<file path="src/rtl/fpu_pkg.sv">
// Shared definitions for the FPU request scheduler: opcode encodings, scheduler
// states and default settle latencies.
package fpu_pkg;

    localparam logic [1:0] OP_ADD = 2'b00;
    localparam logic [1:0] OP_SUB = 2'b01;
    localparam logic [1:0] OP_MUL = 2'b10;
    localparam logic [1:0] OP_DIV = 2'b11;

    localparam int DEFAULT_DATA_WIDTH = 32;
    localparam int DEFAULT_OP_WIDTH   = 2;
    localparam int DEFAULT_ADD_CYCLES = 1;
    localparam int DEFAULT_MUL_CYCLES = 2;
    localparam int DEFAULT_DIV_CYCLES = 4;

    typedef enum logic [1:0] {
        S_IDLE = 2'd0,
        S_EXEC = 2'd1,
        S_RESP = 2'd2
    } sched_state_t;

    function automatic int max_latency(input int a, input int b, input int c);
        int m;
        m = a;
        if (b > m) m = b;
        if (c > m) m = c;
        return m;
    endfunction

endpackage

</file>
<file path="src/rtl/fpu_request_scheduler_if.sv">
// Signal bundle linking the two requesters, the shared combinational FPU and the
// response consumer to the scheduler.
interface fpu_request_scheduler_if #(
    parameter int DATA_WIDTH = 32,
    parameter int OP_WIDTH   = 2
);
    logic                  req0_valid;
    logic                  req0_ready;
    logic [DATA_WIDTH-1:0] req0_operand1;
    logic [DATA_WIDTH-1:0] req0_operand2;
    logic [OP_WIDTH-1:0]   req0_opcode;

    logic                  req1_valid;
    logic                  req1_ready;
    logic [DATA_WIDTH-1:0] req1_operand1;
    logic [DATA_WIDTH-1:0] req1_operand2;
    logic [OP_WIDTH-1:0]   req1_opcode;

    logic [DATA_WIDTH-1:0] fpu_operand1;
    logic [DATA_WIDTH-1:0] fpu_operand2;
    logic [OP_WIDTH-1:0]   fpu_opcode;
    logic [DATA_WIDTH-1:0] fpu_result;

    logic                  rsp_valid;
    logic                  rsp_ready;
    logic [DATA_WIDTH-1:0] rsp_data;
    logic                  rsp_id;
    logic                  busy;

    // Environment side: requesters, FPU and response consumer.
    modport master (
        output req0_valid, req0_operand1, req0_operand2, req0_opcode,
        output req1_valid, req1_operand1, req1_operand2, req1_opcode,
        output fpu_result, rsp_ready,
        input  req0_ready, req1_ready,
        input  fpu_operand1, fpu_operand2, fpu_opcode,
        input  rsp_valid, rsp_data, rsp_id, busy
    );

    // Scheduler side.
    modport slave (
        input  req0_valid, req0_operand1, req0_operand2, req0_opcode,
        input  req1_valid, req1_operand1, req1_operand2, req1_opcode,
        input  fpu_result, rsp_ready,
        output req0_ready, req1_ready,
        output fpu_operand1, fpu_operand2, fpu_opcode,
        output rsp_valid, rsp_data, rsp_id, busy
    );

endinterface

</file>
<file path="src/rtl/fpu_rr_arbiter.sv">
// Two-way round-robin grant logic; the priority pointer is owned by the caller,
// and no grant is issued unless advance is high.
module fpu_rr_arbiter (
    input  logic [1:0] valid,
    input  logic       pointer,
    input  logic       advance,
    output logic [1:0] grant,
    output logic       grant_id
);

    always_comb begin
        grant    = 2'b00;
        grant_id = (valid[0] & valid[1]) ? pointer : valid[1];
        if (advance && (valid != 2'b00)) begin
            grant[grant_id] = 1'b1;
        end
    end

endmodule

</file>
<file path="src/rtl/fpu_request_scheduler.sv">
// Shares one combinational FPU between two requesters: round-robin accept,
// operand hold for an opcode-dependent settle time, then a backpressured response.
module fpu_request_scheduler
    import fpu_pkg::*;
#(
    parameter int DATA_WIDTH = DEFAULT_DATA_WIDTH,
    parameter int OP_WIDTH   = DEFAULT_OP_WIDTH,
    parameter int ADD_CYCLES = DEFAULT_ADD_CYCLES,
    parameter int MUL_CYCLES = DEFAULT_MUL_CYCLES,
    parameter int DIV_CYCLES = DEFAULT_DIV_CYCLES
) (
    input logic                    clk,
    input logic                    rst,
    fpu_request_scheduler_if.slave bus
);

    localparam int MAX_LAT = max_latency(ADD_CYCLES, MUL_CYCLES, DIV_CYCLES);
    localparam int CNT_W   = $clog2(MAX_LAT) + 1;

    sched_state_t          state;
    sched_state_t          state_next;
    logic [CNT_W-1:0]      cnt;
    logic                  ptr;
    logic                  id_q;
    logic [DATA_WIDTH-1:0] op1_q;
    logic [DATA_WIDTH-1:0] op2_q;
    logic [OP_WIDTH-1:0]   opc_q;
    logic                  rsp_valid_q;
    logic [DATA_WIDTH-1:0] rsp_data_q;
    logic                  rsp_id_q;

    logic [1:0]            grant;
    logic                  grant_id;
    logic                  arb_enable;
    logic                  accept;
    logic                  capture;
    logic                  release_rsp;
    logic [DATA_WIDTH-1:0] sel_op1;
    logic [DATA_WIDTH-1:0] sel_op2;
    logic [OP_WIDTH-1:0]   sel_opc;

    function automatic logic [CNT_W-1:0] settle_cycles(input logic [OP_WIDTH-1:0] op);
        case (op)
            OP_ADD, OP_SUB: settle_cycles = CNT_W'(ADD_CYCLES);
            OP_MUL:         settle_cycles = CNT_W'(MUL_CYCLES);
            default:        settle_cycles = CNT_W'(DIV_CYCLES);
        endcase
    endfunction

    // Readies are masked during reset so nothing looks accepted while it is held.
    assign arb_enable = (state == S_IDLE) && !rst;

    fpu_rr_arbiter u_arb (
        .valid    ({bus.req1_valid, bus.req0_valid}),
        .pointer  (ptr),
        .advance  (arb_enable),
        .grant    (grant),
        .grant_id (grant_id)
    );

    always_comb begin
        state_next  = state;
        accept      = 1'b0;
        capture     = 1'b0;
        release_rsp = 1'b0;
        sel_op1     = grant_id ? bus.req1_operand1 : bus.req0_operand1;
        sel_op2     = grant_id ? bus.req1_operand2 : bus.req0_operand2;
        sel_opc     = grant_id ? bus.req1_opcode   : bus.req0_opcode;
        case (state)
            S_IDLE: begin
                if (grant != 2'b00) begin
                    accept     = 1'b1;
                    state_next = S_EXEC;
                end
            end
            S_EXEC: begin
                if (cnt == '0) begin
                    capture    = 1'b1;
                    state_next = S_RESP;
                end
            end
            S_RESP: begin
                if (bus.rsp_ready) begin
                    release_rsp = 1'b1;
                    state_next  = S_IDLE;
                end
            end
            default: state_next = S_IDLE;
        endcase
    end

    always_ff @(posedge clk) begin
        if (rst) begin
            state       <= S_IDLE;
            cnt         <= '0;
            ptr         <= 1'b0;
            id_q        <= 1'b0;
            op1_q       <= '0;
            op2_q       <= '0;
            opc_q       <= '0;
            rsp_valid_q <= 1'b0;
            rsp_data_q  <= '0;
            rsp_id_q    <= 1'b0;
        end else begin
            state <= state_next;
            // The FPU inputs only move here, so they are stable through EXEC and RESP.
            if (accept) begin
                op1_q <= sel_op1;
                op2_q <= sel_op2;
                opc_q <= sel_opc;
                id_q  <= grant_id;
                ptr   <= ~grant_id;
                cnt   <= settle_cycles(sel_opc) - CNT_W'(1);
            end else if ((state == S_EXEC) && (cnt != '0)) begin
                cnt <= cnt - CNT_W'(1);
            end
            if (capture) begin
                rsp_valid_q <= 1'b1;
                rsp_data_q  <= bus.fpu_result;
                rsp_id_q    <= id_q;
            end else if (release_rsp) begin
                rsp_valid_q <= 1'b0;
            end
        end
    end

    assign bus.req0_ready   = grant[0];
    assign bus.req1_ready   = grant[1];
    assign bus.fpu_operand1 = op1_q;
    assign bus.fpu_operand2 = op2_q;
    assign bus.fpu_opcode   = opc_q;
    assign bus.rsp_valid    = rsp_valid_q;
    assign bus.rsp_data     = rsp_data_q;
    assign bus.rsp_id       = rsp_id_q;
    assign bus.busy         = (state != S_IDLE);

endmodule

</file>
<file path="src/flat_wrapper.sv">
// flat-port wrapper written by rule: the top's interface ports become plain ports
module fpu_request_scheduler_flat import fpu_pkg::*;
#(
    parameter int DATA_WIDTH = DEFAULT_DATA_WIDTH,
    parameter int OP_WIDTH   = DEFAULT_OP_WIDTH,
    parameter int ADD_CYCLES = DEFAULT_ADD_CYCLES,
    parameter int MUL_CYCLES = DEFAULT_MUL_CYCLES,
    parameter int DIV_CYCLES = DEFAULT_DIV_CYCLES
)
  (clk, rst, bus_req0_valid, bus_req0_operand1, bus_req0_operand2, bus_req0_opcode, bus_req1_valid, bus_req1_operand1, bus_req1_operand2, bus_req1_opcode, bus_fpu_result, bus_rsp_ready, bus_req0_ready, bus_req1_ready, bus_fpu_operand1, bus_fpu_operand2, bus_fpu_opcode, bus_rsp_valid, bus_rsp_data, bus_rsp_id, bus_busy);
  fpu_request_scheduler_if #(.DATA_WIDTH(DATA_WIDTH), .OP_WIDTH(OP_WIDTH)) bus_i ();
  input logic clk;
  input logic rst;
  input wire logic [$bits(bus_i.req0_valid)-1:0] bus_req0_valid;
  input wire logic [$bits(bus_i.req0_operand1)-1:0] bus_req0_operand1;
  input wire logic [$bits(bus_i.req0_operand2)-1:0] bus_req0_operand2;
  input wire logic [$bits(bus_i.req0_opcode)-1:0] bus_req0_opcode;
  input wire logic [$bits(bus_i.req1_valid)-1:0] bus_req1_valid;
  input wire logic [$bits(bus_i.req1_operand1)-1:0] bus_req1_operand1;
  input wire logic [$bits(bus_i.req1_operand2)-1:0] bus_req1_operand2;
  input wire logic [$bits(bus_i.req1_opcode)-1:0] bus_req1_opcode;
  input wire logic [$bits(bus_i.fpu_result)-1:0] bus_fpu_result;
  input wire logic [$bits(bus_i.rsp_ready)-1:0] bus_rsp_ready;
  output wire logic [$bits(bus_i.req0_ready)-1:0] bus_req0_ready;
  output wire logic [$bits(bus_i.req1_ready)-1:0] bus_req1_ready;
  output wire logic [$bits(bus_i.fpu_operand1)-1:0] bus_fpu_operand1;
  output wire logic [$bits(bus_i.fpu_operand2)-1:0] bus_fpu_operand2;
  output wire logic [$bits(bus_i.fpu_opcode)-1:0] bus_fpu_opcode;
  output wire logic [$bits(bus_i.rsp_valid)-1:0] bus_rsp_valid;
  output wire logic [$bits(bus_i.rsp_data)-1:0] bus_rsp_data;
  output wire logic [$bits(bus_i.rsp_id)-1:0] bus_rsp_id;
  output wire logic [$bits(bus_i.busy)-1:0] bus_busy;
  assign bus_i.req0_valid = bus_req0_valid;
  assign bus_i.req0_operand1 = bus_req0_operand1;
  assign bus_i.req0_operand2 = bus_req0_operand2;
  assign bus_i.req0_opcode = bus_req0_opcode;
  assign bus_i.req1_valid = bus_req1_valid;
  assign bus_i.req1_operand1 = bus_req1_operand1;
  assign bus_i.req1_operand2 = bus_req1_operand2;
  assign bus_i.req1_opcode = bus_req1_opcode;
  assign bus_i.fpu_result = bus_fpu_result;
  assign bus_i.rsp_ready = bus_rsp_ready;
  assign bus_req0_ready = bus_i.req0_ready;
  assign bus_req1_ready = bus_i.req1_ready;
  assign bus_fpu_operand1 = bus_i.fpu_operand1;
  assign bus_fpu_operand2 = bus_i.fpu_operand2;
  assign bus_fpu_opcode = bus_i.fpu_opcode;
  assign bus_rsp_valid = bus_i.rsp_valid;
  assign bus_rsp_data = bus_i.rsp_data;
  assign bus_rsp_id = bus_i.rsp_id;
  assign bus_busy = bus_i.busy;
  fpu_request_scheduler #(.DATA_WIDTH(DATA_WIDTH), .OP_WIDTH(OP_WIDTH), .ADD_CYCLES(ADD_CYCLES), .MUL_CYCLES(MUL_CYCLES), .DIV_CYCLES(DIV_CYCLES)) u_core (.clk(clk), .rst(rst), .bus(bus_i));
endmodule
</file>
<file path="config.mk">
export PLATFORM = sky130hd
export DESIGN_NAME = fpu_request_scheduler_flat
export DESIGN_NICKNAME = d
export VERILOG_FILES = /design/src/rtl/fpu_pkg.sv /design/src/rtl/fpu_request_scheduler_if.sv /design/src/rtl/fpu_rr_arbiter.sv /design/src/rtl/fpu_request_scheduler.sv /design/src/flat_wrapper.sv
export SDC_FILE = /design/constraint.sdc
export NUM_CORES = 1
export LEC_CHECK = 0
export ABC_AREA = 1
export ABC_CLOCK_PERIOD_IN_PS = 3800
export CAP_MARGIN = 10
export CORE_AREA = 2 2 104 106
export DETAILED_ROUTE_END_ITERATION = 8
export DIE_AREA = 0 0 106 108
export DONT_BUFFER_PORTS = 1
export PLACE_DENSITY = 0.61
export SYNTH_ARGS = -nofsm -noshare
export SYNTH_HDL_FRONTEND = slang
export SYNTH_SLANG_ARGS = --single-unit
</file>
<file path="constraint.sdc">
create_clock -name clk -period 3.8 [get_ports clk]
set_input_delay 0.76 -clock clk [delete_from_list [all_inputs] [get_ports clk]]
set_output_delay 0.76 -clock clk [all_outputs]
set_load 0.01 [all_outputs]
</file>
After elaboration in Yosys (flattened, before gate mapping)
Index checks and enable logic that the tools add are counted.
W data, S select, Z words.
- register bits: 107
- word-level logic and storage cells: 63
- add/sub/neg operators: 2
- reduce and logical (&&, ||, !) cells: 16
- $lt $le $gt $ge: 2
- bitwise gates (word level): 2
- mux-type cells: 24
- equality and inequality tests: 7
- operators with widths (kind ; count):
    $mux W32 ; 2
    $mux W3 ; 4
    $mux W1 ; 10
    $mux W2 ; 5
    $reduce_bool A2 Y1 ; 5
    $pmux W2 S3 ; 1
    $pmux W3 S2 ; 1
    $sub A3 B1 Y3 const B ; 2
    $eq A2 B1 Y1 const B ; 2
    $eq A2 B2 Y1 const B ; 2
    $logic_and A1 B1 Y1 ; 4
    $logic_not A2 Y1 ; 2
    $ne A2 B2 Y1 const B ; 2
    $logic_not A3 Y1 ; 1
    $reduce_and A3 Y1 ; 1
    $reduce_bool A3 Y1 ; 1
    $lt A1 B2 Y1 const B ; 1
    $ne A2 B1 Y1 const B ; 1
    $reduce_or A2 Y1 ; 1
    $and A1 B1 Y1 ; 1
    $demux W1 S1 ; 1
    $ge A1 B1 Y1 const B ; 1
    $logic_not A1 Y1 ; 1
    $not A1 Y1 ; 1

Logic depth before layout (Yosys ltp)
Gate-level depths: netlist (run 1).
- word-level depth: 14
- depth in mapped cells: 15
- depth with buffers taken out: 15

Hierarchy
Synthesis (run 1) repeated with hierarchy kept, for this count alone.
- cell total of the unflattened synthesis: 572
- area total of the unflattened synthesis: 4219.0 sq um
- modules (own cells, without submodules) (module ; cells each ; area each (sq um) ; times used):
    fpu_request_scheduler ; 564 ; 4180.3 ; 1
    fpu_rr_arbiter ; 8 ; 38.8 ; 1

Least setup slack after synthesis (run 1)
No wires, ideal clock.
- kind: input -> output
- start point: input port rst
- end point: output port bus_req0_ready
- buffers on the path: 2
- data arrival time: 1460 ps
- data required time: 3040 ps
- slack: 1580 ps
- stages on the path: 5
- cells stage by stage: clkbuf_1 > inv_1 > nand2_2 > a21oi_2 > buf_2
- cells in the longest elaborated chain, start to end: 4
- RTL lines (item ; RTL line ; RTL):
    start, declared ; flat_wrapper.sv:13 ; input logic rst;
    $logic_not A1 Y1 ; fpu_request_scheduler.sv:51 ; assign arb_enable = (state == S_IDLE) && !rst;
    $logic_and A1 B1 Y1 ; fpu_request_scheduler.sv:51 ;
    $logic_and A1 B1 Y1 ; fpu_rr_arbiter.sv:14 ; if (advance && (valid != 2'b00)) begin
    $mux W2 ; fpu_rr_arbiter.sv:14 ;
    end, declared ; flat_wrapper.sv:24 ; output wire logic [$bits(bus_i.req0_ready)-1:0] bus_req0_ready;
No other way between the ends.

Worst setup path in the final report (run 1)
- start point: register u_core.state[1]
- end point: output port bus_req1_ready
- cells in the longest elaborated chain, start to end: 4
- RTL lines (item ; RTL line ; RTL):
    start, declared ; fpu_request_scheduler.sv:20 ; sched_state_t state;
    start signal, assigned ; fpu_request_scheduler.sv:105 ; state <= state_next;
    $logic_not A2 Y1 ; fpu_request_scheduler.sv:51 ;
    $logic_and A1 B1 Y1 ; fpu_request_scheduler.sv:51 ;
    $logic_and A1 B1 Y1 ; fpu_rr_arbiter.sv:14 ;
    $mux W2 ; fpu_rr_arbiter.sv:14 ;
    end, declared ; flat_wrapper.sv:25 ; output wire logic [$bits(bus_i.req1_ready)-1:0] bus_req1_ready;
No other way between the ends.

==> results.py, run 1 <==
metrics = {
    "outcome": {
        "outcome": "complete, no violations",
    },
    "place": {
        "place_congestion": 0.720,
        "placed_area_um2": 4220,
        "place_ws_ns": 1.23,
        "dp_cells": 673,
        "dp_hpwl_um": 8350,
        "port_buffers": 0,
    },
    "cts": {
        "cts_tree": "built",
        "htree_levels": 3,
        "post-cts-setup-buffers": 0,
        "clock-sinks": 107,
        "clock_latency_ns": 0.37,
        "clk_path_buf_depth": 2,
        "root_buffer": "clkbuf_8",
        "post_cts_resized": 0,
        "cts_inserted_buffers": 9,
        "cts_hold_buffers": 0,
        "clk_pin_slew_ns": 0.10,
    },
    "critical_path": {
        "r2r_cells": 8,
        "r2r_start": "u_core.state[1]$_SDFFE_PP0P_",
        "setup.worst_path.start": "u_core.state[1]$_SDFFE_PP0P_",
        "critPathTopFamily": "simple AND/OR/NAND/NOR gates",
        "worstSetupEndpointType": "primary output",
        "critPathSlowestCell": "nor2_4",
        "path_depth": 5,
        "path_cells": "inv_2 > nand2_1 > nor2_2 > nand2_2 > nor2_4",
        "crit_buf_inv": 1,
        "critical_path_class": "flip-flop to primary output",
        "arrival_ns": 1.79,
        "path_max_fanout": 24,
        "r2r_slack_ns": 1.47,
        "r2r-end": "u_core.bus.fpu_operand1[25]$_SDFFE_PP0N_",
        "cp-start-kind": "flip-flop",
        "cp.required_ns": 3.04,
        "crit_end": "bus_req1_ready",
        "slowest_delay_ns": 0.51,
    },
    "detailed_routing": {
        "drt-vias-per-instance": 5.44,
        "drt-total-wl_um": 11600,
        "wl_per_cell_um": 16.8,
        "num_vias": 3749,
        "drtIter0Drc": 362,
        "dr.pass1.iters": 4,
        "drtAntennaViolNets": 0,
        "route.detailed.drc": 0,
    },
    "grt": {
        "grt_pass1_vias": 3588,
        "gr-total-overflow": 0,
        "grt_pass1_wl_um": 17600,
        "track_usage_pct": 19.1,
        "antenna_found_initial": 0,
        "grt_max_degree": 71,
    },
    "synth": {
        "synth_nets": 739,
        "yosysUniqueCellTypes": 21,
        "synth-seq-cells": 107,
        "avgSynthCellArea_um2": 7.34,
        "syn_area_um2": 4180,
        "yosysWarnings": 0,
        "seq_area_frac_synth_pct": 51.3,
        "netlist_instances": 569,
    },
    "min_path": {
        "hold_class": "input port to flip-flop",
    },
    "flow_run": {
        "drv_cap": 0,
    },
    "pwr": {
        "p_clk_share_pct": 29.3,
        "power_density_nw_per_um2": 529,
        "seqPwrFrac_pct": 58.5,
        "p_int_mw": 1.64,
        "leakage_nw": 1.65,
        "p_comb_share_pct": 12.3,
        "switching_power_uw": 694,
        "switching_share_pct": 29.8,
        "ir_drop_v": 0.000244,
        "p_total_mw": 2.33,
    },
    "floorplanning": {
        "fp.dieH_um": 108,
        "die_area_um2": 11400,
        "core_um2": 10200,
        "ios": 272,
        "rows": 37,
        "initial_utilization_pct": 40.8,
        "die_x_um": 106,
    },
    "timing": {
        "tightest_slew_ns": 0.850,
        "rsz0062_at_grt": "false",
        "fin_skew_ns": 0.0132,
        "period_share_pct": 67.2,
        "max_freq_mhz": 392,
        "setup_viol": 0,
        "hold_ws_ns": 0.454,
        "tns_ns": 0,
        "relSlewSlack_pct": 43.0,
        "min_period_ns": 2.55,
        "finalHoldViolCount": 0,
        "slew_viol_final": 0,
        "timing.final.ws_setup_ns": 1.25,
    },
    "final_layout": {
        "final_cell_area_um2": 4410,
        "area_growth_pct": 5.48,
        "fill_cells": 1077,
        "layout-drive-gt1-share_pct": 4.88,
        "final_cell_count_no_fill": 689,
        "utilization_pct": 43.1,
        "fin_nets": 718,
        "diodes": 0,
    },
}
==> how the worst min path moves through the flow <==
stage / startpoint / to / slack (ns) / cells after the start
2_1_floorplan: u_core.id_q$_SDFFE_PP0N_ / u_core.bus.rsp_id$_SDFFE_PP0P_ / 0.45 / 2
4_1_cts: rst / u_core.bus.fpu_operand1[0]$_SDFFE_PP0N_ / 0.43 / 1
3_5_place_dp: u_core.bus.rsp_valid$_SDFFE_PP0P_ / u_core.bus.rsp_valid$_SDFFE_PP0P_ / 0.51 / 2
5_1_grt: rst / u_core.bus.fpu_operand1[4]$_SDFFE_PP0N_ / 0.42 / 1
6_report: rst / u_core.bus.fpu_operand1[2]$_SDFFE_PP0N_ / 0.45 / 1
3_3_place_gp: u_core.ptr$_SDFFE_PP0N_ / u_core.ptr$_SDFFE_PP0N_ / 0.50 / 2
==> cells by family (layout without fill, tap and decap cells) <==
logic type	after synthesis	after routing	synth area share, %
compound gates	110	110	15.2
fa+ha+maj	1	1	0.299
buf+inv	55	39	6.05
flops	107	107	51.3
simple gates	296	296	27.1
==> sequential cells by signal, indices dropped and copies added, names as in the netlist <==
signal	count
u_core.bus.fpu_operand1	32
u_core.bus.fpu_operand2	32
u_core.bus.rsp_data	32
u_core.bus.rsp_id	1
u_core.bus.fpu_opcode	2
u_core.state	2
u_core.ptr	1
u_core.bus.rsp_valid	1
u_core.cnt	3
u_core.id_q	1
==> power groups by stage <==
stage / registers (mW) / logic [mW] / clock network, mW
floorplan: 1.36 / 0.251 / 0
global placement: 1.39 / 0.277 / 0
detailed placement: 1.39 / 0.289 / 0
CTS: 1.36 / 0.290 / 0.695
global route: 1.38 / 0.334 / 0.738
finish: 1.36 / 0.287 / 0.682
==> synth_stat cells <==
| master | n | share of area, % |
|---|---|---|
| nand2_1 | 208 | 19 |
| dfxtp_1 | 107 | 51 |
| nor2_1 | 77 | 6.9 |
| a31oi_1 | 64 | 9.6 |
| o21ai_0 | 37 | 4.4 |
| clkbuf_1 | 22 | 2.0 |
| inv_1 | 13 | 1.2 |
| buf_4 | 10 | 1.8 |
| buf_2 | 7 | 0.84 |
| nand3_1 | 6 | 0.72 |
| a21oi_1 | 4 | 0.48 |
| o21ai_1 | 3 | 0.36 |
| inv_2 | 2 | 0.18 |
| nor2_2 | 2 | 0.30 |
| a21oi_2 | 1 | 0.21 |
| clkinv_1 | 1 | 0.090 |
| ha_1 | 1 | 0.30 |
| nand2_2 | 1 | 0.15 |
| nor3_1 | 1 | 0.12 |
| nor3_2 | 1 | 0.24 |
| o21bai_1 | 1 | 0.18 |
==> final cells by class <==
class                      count  area, um^2  share of cell area (%)
sequential                   107        2140                    48.6
multi-input combinational    407        1800                    40.7
tap                          136         170                    3.86
clock buffer                  12         135                    3.07
inverter                      16        60.1                    1.36
timing repair buffer           7        52.6                    1.19
clock inverter                 4        51.3                    1.16
==> routing by layer <==
metal	routed length [um]	track usage (%)
met4	251	7.99
met3	1210	7.35
met1	4580	21.2
met2	5550	33.0
met5	0	0
==> layout by cell type, fill, tap and decap left out, types with 2 or more instances in the layout <==
master and n:
clkbuf_1 3, nand3_1 6, buf_4 7, inv_1 13
nand2_1 208, inv_2 2, o21ai_0 37, o21ai_1 3
dfxtp_1 107, a31oi_1 64, a21oi_1 4, clkbuf_8 9
nor2_1 77
(Power assumes the default switching activity.)
==> run 2: changes to the inputs <==
--- a/config.mk
+++ b/config.mk
@@ -6,13 +6,13 @@
 export NUM_CORES = 1
 export LEC_CHECK = 0
 export ABC_AREA = 1
-export ABC_CLOCK_PERIOD_IN_PS = 3800
+export ABC_CLOCK_PERIOD_IN_PS = 2100
 export CAP_MARGIN = 10
-export CORE_AREA = 2 2 104 106
+export CORE_AREA = 2 2 107 109
 export DETAILED_ROUTE_END_ITERATION = 8
-export DIE_AREA = 0 0 106 108
+export DIE_AREA = 0 0 109 111
 export DONT_BUFFER_PORTS = 1
-export PLACE_DENSITY = 0.61
+export PLACE_DENSITY = 0.6
 export SYNTH_ARGS = -nofsm -noshare
 export SYNTH_HDL_FRONTEND = slang
 export SYNTH_SLANG_ARGS = --single-unit
==> constraint.sdc (replaced) <==
create_clock -name clk -period 2.1 [get_ports clk]
set_input_delay 0.42 -clock clk [delete_from_list [all_inputs] [get_ports clk]]
set_output_delay 0.42 -clock clk [all_outputs]
set_load 0.01 [all_outputs]
==> run 2 against run 1 <==
Flip-flop and latch count did not move. Critical path depth rose by 1. Global-route usage fell by 1.9 points. Critical endpoint unchanged.
==> results.py, run 2 (synthesized netlist as in run 1, its figures left out) <==
metrics = {
    "pwr": {
        "leakage_nw": 1.75,
        "p_total_mw": 4.84,
        "switching_share_pct": 28.0,
        "power_density_nw_per_um2": 1040,
        "p_int_mw": 3.49,
        "ir_drop_v": 0.000477,
        "p_clk_share_pct": 37.6,
        "switching_power_mw": 1.35,
        "p_comb_share_pct": 11.5,
        "seqPwrFrac_pct": 50.9,
    },
    "floorplanning": {
        "die_area_um2": 12100,
        "rows": 39,
        "die_x_um": 109,
        "ios": 272,
        "fp.dieH_um": 111,
        "core_um2": 11100,
        "initial_utilization_pct": 37.7,
    },
    "timing": {
        "hold_ws_ns": 0.139,
        "timing.final.ws_setup_ns": 0.104,
        "tightest_slew_ns": 0.415,
        "period_share_pct": 95.1,
        "max_freq_mhz": 501,
        "fin_skew_ns": 0.0115,
        "finalHoldViolCount": 0,
        "relSlewSlack_pct": 72.4,
        "min_period_ns": 2.00,
        "slew_viol_final": 0,
        "setup_viol": 0,
    },
    "cts": {
        "cts_tree": "built",
        "clock-sinks": 107,
        "clk_path_buf_depth": 2,
        "clock_latency_ns": 0.34,
        "htree_levels": 3,
        "cts_hold_buffers": 0,
        "root_buffer": "clkbuf_16",
        "cts_inserted_buffers": 9,
        "clk_pin_slew_ns": 0.08,
    },
    "min_path": {
        "hold_class": "input port to flip-flop",
    },
    "grt": {
        "grt_pass1_wl_um": 16600,
        "antenna_found_initial": 0,
        "grt_max_degree": 71,
        "use_met2_pct": 30.8,
        "grt_util_met3_pct": 5.35,
        "track_usage_pct": 17.2,
        "grt_use_met1_pct": 18.5,
        "grt_pass1_vias": 3544,
        "grt-busiest-layer": "met2",
        "gr-total-overflow": 0,
    },
    "place": {
        "placed_area_um2": 4280,
        "place_congestion": 0.793,
        "port_buffers": 0,
        "place_ws_ns": 0.320,
        "dp_hpwl_um": 7650,
    },
    "critical_path": {
        "worstSetupEndpointType": "primary output",
        "cp.required_ns": 1.68,
        "critical_path_class": "flip-flop to primary output",
        "arrival_ns": 1.58,
        "path_max_fanout": 33,
        "cp-start-kind": "flip-flop",
    },
    "final_layout": {
        "layout_commonest_cell": "nand2_1",
        "layout-drive-gt1-share_pct": 6.10,
        "diodes": 0,
        "final_cell_mix": "nand2_1 (208), dfxtp_1 (107), nor2_1 (77)",
        "final_cell_area_um2": 4630,
        "fin_nets": 722,
        "area_growth_pct": 10.9,
        "fill_cells": 1148,
    },
    "detailed_routing": {
        "dr.pass1.iters": 4,
        "drt-vias-per-instance": 5.36,
        "drt-total-wl_um": 11300,
        "drtAntennaViolNets": 0,
        "route.detailed.drc": 0,
        "wl_per_cell_um": 16.1,
        "drtIter0Drc": 272,
        "num_vias": 3753,
    },
    "outcome": {
        "outcome": "complete, no violations",
    },
    "flow_run": {
        "drv_cap": 0,
    },
}
[run 2: power groups by stage]
stage                     combinational (mW)  clock, mW  sequential, mW
after floorplan                        0.454          0            2.46
after detailed placement               0.546          0            2.51
final                                  0.556       1.82            2.46
after CTS                              0.547       1.88            2.46
after global placement                 0.527          0            2.51
after global routing                   0.646       1.96            2.49
[run 2: cell type report]
| class | instances | area, um^2 | area share (%) |
|---|---|---|---|
| clock buffers | 9 | 225 | 4.86 |
| clock inverters | 7 | 96.3 | 2.08 |
| inverters | 16 | 60.1 | 1.30 |
| multi-input cells | 407 | 1810 | 39.0 |
| flip-flops and latches | 107 | 2140 | 46.2 |
| well taps | 143 | 179 | 3.86 |
| repair buffers | 11 | 125 | 2.70 |
[run 2: worst paths after layout]
check	end	start	slack, ns	depth (start not counted)
max	bus_req1_ready	u_core.state[1]$_SDFFE_PP0P_	0.10	6
min	u_core.bus.fpu_operand1[0]$_SDFFE_PP0N_	rst	0.14	1
max reg2reg	u_core.cnt[2]$_SDFFE_PP0P_	u_core.state[1]$_SDFFE_PP0P_	0.30	13
min reg2reg	u_core.ptr$_SDFFE_PP0N_	u_core.ptr$_SDFFE_PP0N_	0.51	2
[run 2: through the flow]
step                TNS (ns)  cells  util (%)
global route        -0.00547    700      41.8
detailed placement         0    683      38.7
floorplan                  0    569         -
finish                     0    700      41.8
global placement           0    683      38.7
CTS                        0    699      41.6
[run 2: layer usage]
layer / vias up / wire, um
met5: - / 0
met1: 1735 / 4400
met2: 191 / 5530
met3: 12 / 1170
met4: 0 / 174
li1: 1815 / -
[run 2: worst max-delay path, cell delays in order (launching register included)]
cell and delay, ns:
dfxtp_1 0.35, inv_2 0.08, nand2_1 0.07, nor2_2 0.18, nand2_4 0.14, nor2_4 0.18, buf_12 0.22
[run 2: repair_timing]
action / 4_1_cts / 5_1_grt
endpoints found under the setup margin: 0 / 1
resized for setup: 0 / 1
setup buffers: 0 / 0
==> run 3: changes to the inputs <==
--- a/config.mk
+++ b/config.mk
@@ -5,14 +5,14 @@
 export SDC_FILE = /design/constraint.sdc
 export NUM_CORES = 1
 export LEC_CHECK = 0
-export ABC_AREA = 1
 export ABC_CLOCK_PERIOD_IN_PS = 2100
 export CAP_MARGIN = 10
 export CORE_AREA = 2 2 107 109
 export DETAILED_ROUTE_END_ITERATION = 8
 export DIE_AREA = 0 0 109 111
 export DONT_BUFFER_PORTS = 1
-export PLACE_DENSITY = 0.6
+export GPL_TIMING_DRIVEN = 0
+export PLACE_DENSITY = 0.63
 export SYNTH_ARGS = -nofsm -noshare
 export SYNTH_HDL_FRONTEND = slang
 export SYNTH_SLANG_ARGS = --single-unit
==> run 3 against run 2 <==
The flow now finishes with violations (negative setup slack). Flip-flop and latch count is the same. Die area unchanged. First-iteration DRC count down 4.8%. Routed wire length is 25% higher. Global-route usage rose by 5.3 points. Via count rose by 11%. Setup slack worse by 0.27 ns. Critical path type is now flip-flop to flip-flop. Critical endpoint is now u_core.cnt[2]$_SDFFE_PP0P_. Largest cell class unchanged.
==> results.py, run 3 <==
metrics = {
    "synth": {
        "yosysMostFrequentCell": "nand2_1",
        "netlist_instances": 578,
        "synth-seq-cells": 107,
        "synth_edf_count": 0,
        "yosys_most_used_dff": "dfxtp_1",
        "yosysUniqueCellTypes": 31,
        "synth_commonest_cells": "nand2_1 (201), dfxtp_1 (107), nor2_1 (77)",
        "seq_area_frac_synth_pct": 48.2,
        "avgSynthCellArea_um2": 7.69,
        "ys_async_sr_fraction_pct": 0,
        "netlist.top_cell.by_area": "dfxtp_1",
        "synth_top_area_share_pct": 48.2,
        "yosysWarnings": 0,
        "synth_nets": 748,
        "syn_area_um2": 4450,
        "netlist_top_cells_area": "dfxtp_1 (48%), nand2_1 (17%), a311oi_1 (13%)",
    },
    "final_layout": {
        "layout_commonest_cell": "nand2_1",
        "diodes": 0,
        "final_cell_count_no_fill": 738,
        "layout-drive-gt1-share_pct": 8.57,
        "fin_nets": 760,
        "area_growth_pct": 11.9,
        "final_cell_mix": "nand2_1 (201), dfxtp_1 (105), nor2_1 (76)",
    },
    "place": {
        "dp_cells": 721,
        "port_buffers": 0,
        "dp_hpwl_um": 10700,
        "place_congestion": 0.889,
        "place_ws_ns": -0.568,
    },
    "grt": {
        "gr-total-overflow": 0,
        "antenna_found_initial": 0,
        "grt_max_degree": 20,
        "grt_pass1_vias": 4090,
        "track_usage_pct": 22.5,
        "grt_pass1_wl_um": 21400,
    },
    "outcome": {
        "violations": "negative setup slack",
        "outcome": "complete, but fails checks",
    },
    "critical_path": {
        "worstSetupEndpointType": "flip-flop",
        "arrival_ns": 2.53,
        "path_cells": "buf_6 > or3_4 > or2_4 > a21boi_2 > ha_2 > nand3b_1 > or3_1 > a31o_1 > a311oi_1",
        "critPathSlowestCell": "or3_4",
        "cp.required_ns": 2.36,
        "crit_buf_inv": 1,
        "cp-start-kind": "flip-flop",
        "slowest_delay_ns": 0.36,
        "critical_path_class": "flip-flop to flip-flop",
        "critPathTopFamily": "simple AND/OR/NAND/NOR gates",
        "path_max_fanout": 9,
    },
    "timing": {
        "max_freq_mhz": 440,
        "min_period_ns": 2.27,
        "fin_skew_ns": 0.00749,
        "timing.final.ws_setup_ns": -0.170,
        "relSlewSlack_pct": 58.0,
        "hold_ws_ns": 0.201,
        "setup_viol": 1,
        "slew_viol_final": 0,
        "period_share_pct": 108,
        "rsz0062_at_grt": "true",
        "tightest_slew_ns": 0.631,
        "finalHoldViolCount": 0,
    },
    "pwr": {
        "p_clk_share_pct": 33.5,
        "p_comb_share_pct": 16.0,
        "seqPwrFrac_pct": 50.4,
        "p_int_mw": 3.35,
        "switching_share_pct": 31.6,
        "switching_power_mw": 1.55,
        "ir_drop_v": 0.000476,
        "power_density_nw_per_um2": 984,
        "leakage_nw": 1.84,
    },
    "floorplanning": {
        "core_um2": 11100,
        "initial_utilization_pct": 40.1,
        "rows": 39,
        "ios": 272,
        "die_area_um2": 12100,
        "die_x_um": 109,
        "fp.dieH_um": 111,
    },
    "cts": {
        "clock-sinks": 107,
        "clk_pin_slew_ns": 0.07,
        "htree_levels": 3,
        "cts_inserted_buffers": 9,
        "clk_path_buf_depth": 2,
        "clock_latency_ns": 0.35,
        "cts_hold_buffers": 0,
        "cts_tree": "built",
        "root_buffer": "clkbuf_16",
    },
    "detailed_routing": {
        "route.detailed.drc": 0,
        "dr.pass1.iters": 6,
        "num_vias": 4153,
        "drtAntennaViolNets": 0,
        "drtIter0Drc": 259,
        "drt-vias-per-instance": 5.63,
        "wl_per_cell_um": 19.2,
        "drt-total-wl_um": 14100,
    },
    "min_path": {
        "hold_class": "input port to flip-flop",
    },
    "flow_run": {
        "drv_cap": 0,
    },
}
[run 3: changes by cell type in the layout (fill, tap and decap cells not counted), moves of 4 or more]
cell,previous run,this run
a311oi_1,0,66
a31oi_1,64,0
inv_1,13,4
buf_2,0,12
o21ai_0,37,3
a21oi_1,4,37
nand2_1,208,201
buf_4,8,3
clkbuf_1,0,28
buf_6,0,4
nand3_1,6,2
[run 3: area by class of cell]
| type | instances | area [um^2] |
|---|---|---|
| Buffer | 48 | 239 |
| Multi-Input combinational cell | 417 | 2090 |
| Clock buffer | 9 | 225 |
| Sequential cell | 107 | 2150 |
| Timing Repair Buffer | 3 | 22.5 |
| Clock inverter | 7 | 57.6 |
| Inverter | 4 | 15.0 |
| Fill cell | 1095 | 6100 |
| Tap cell | 143 | 179 |
[run 3: per-layer routing]
metal  track usage, %  vias to the layer above  wire, um
li1                 -                     1998         -
met1             24.7                     1956      5370
met2             40.0                      180      7060
met3             8.47                       19      1540
met4             5.90                        0       165
met5                0                        -         0
[run 3: final timing paths]
path | cells after the start | from | end | slack [ns]
worst max-delay path | 9 | u_core.state[0]$_SDFFE_PP0P_ | u_core.cnt[2]$_SDFFE_PP0P_ | -0.17
worst min-delay path | 2 | bus_fpu_result[7] | u_core.bus.rsp_data[7]$_SDFFE_PP0P_ | 0.20
worst max register to register | 9 | u_core.state[0]$_SDFFE_PP0P_ | u_core.cnt[2]$_SDFFE_PP0P_ | -0.17
worst min register to register | 2 | u_core.id_q$_SDFFE_PP0N_ | u_core.bus.rsp_id$_SDFFE_PP0P_ | 0.46
[run 3: stage by stage]
step	area, um^2	total power, mW	TNS [ns]	util [%]
global placement	4650	3.26	-0.839	42.0
floorplan	4470	3.06	-0.395	-
finish	4970	4.90	-0.170	44.9
CTS	4970	4.92	-0.233	44.9
global route	4970	5.14	-0.249	44.9
detailed placement	4650	3.29	-1.27	42.0
[run 3: kinds of logic (layout without fill, tap and decap cells)]
logic type / Yosys count / in the layout / share of synthesized area (%)
flops: 107 / 107 / 48.2
simple gates: 297 / 297 / 26.0
mux: 1 / 1 / 0.253
fa+ha+maj: 1 / 1 / 0.281
compound gates: 118 / 118 / 19.6
buf+inv: 54 / 71 / 5.68
[run 3: repair_timing]
item	CTS	global route
buffers inserted	3	0
resized for setup	5	10
setup endpoints to repair	3	44
gates cloned	0	0
pin swaps	2	1
[run 3: power by group through the flow]
stage	combinational [mW]	sequential [mW]	clock (mW)
2_1_floorplan	0.596	2.46	0
3_3_place_gp	0.743	2.51	0
3_5_place_dp	0.772	2.52	0
4_1_cts	0.790	2.47	1.66
5_1_grt	0.889	2.50	1.75
6_report	0.785	2.47	1.64
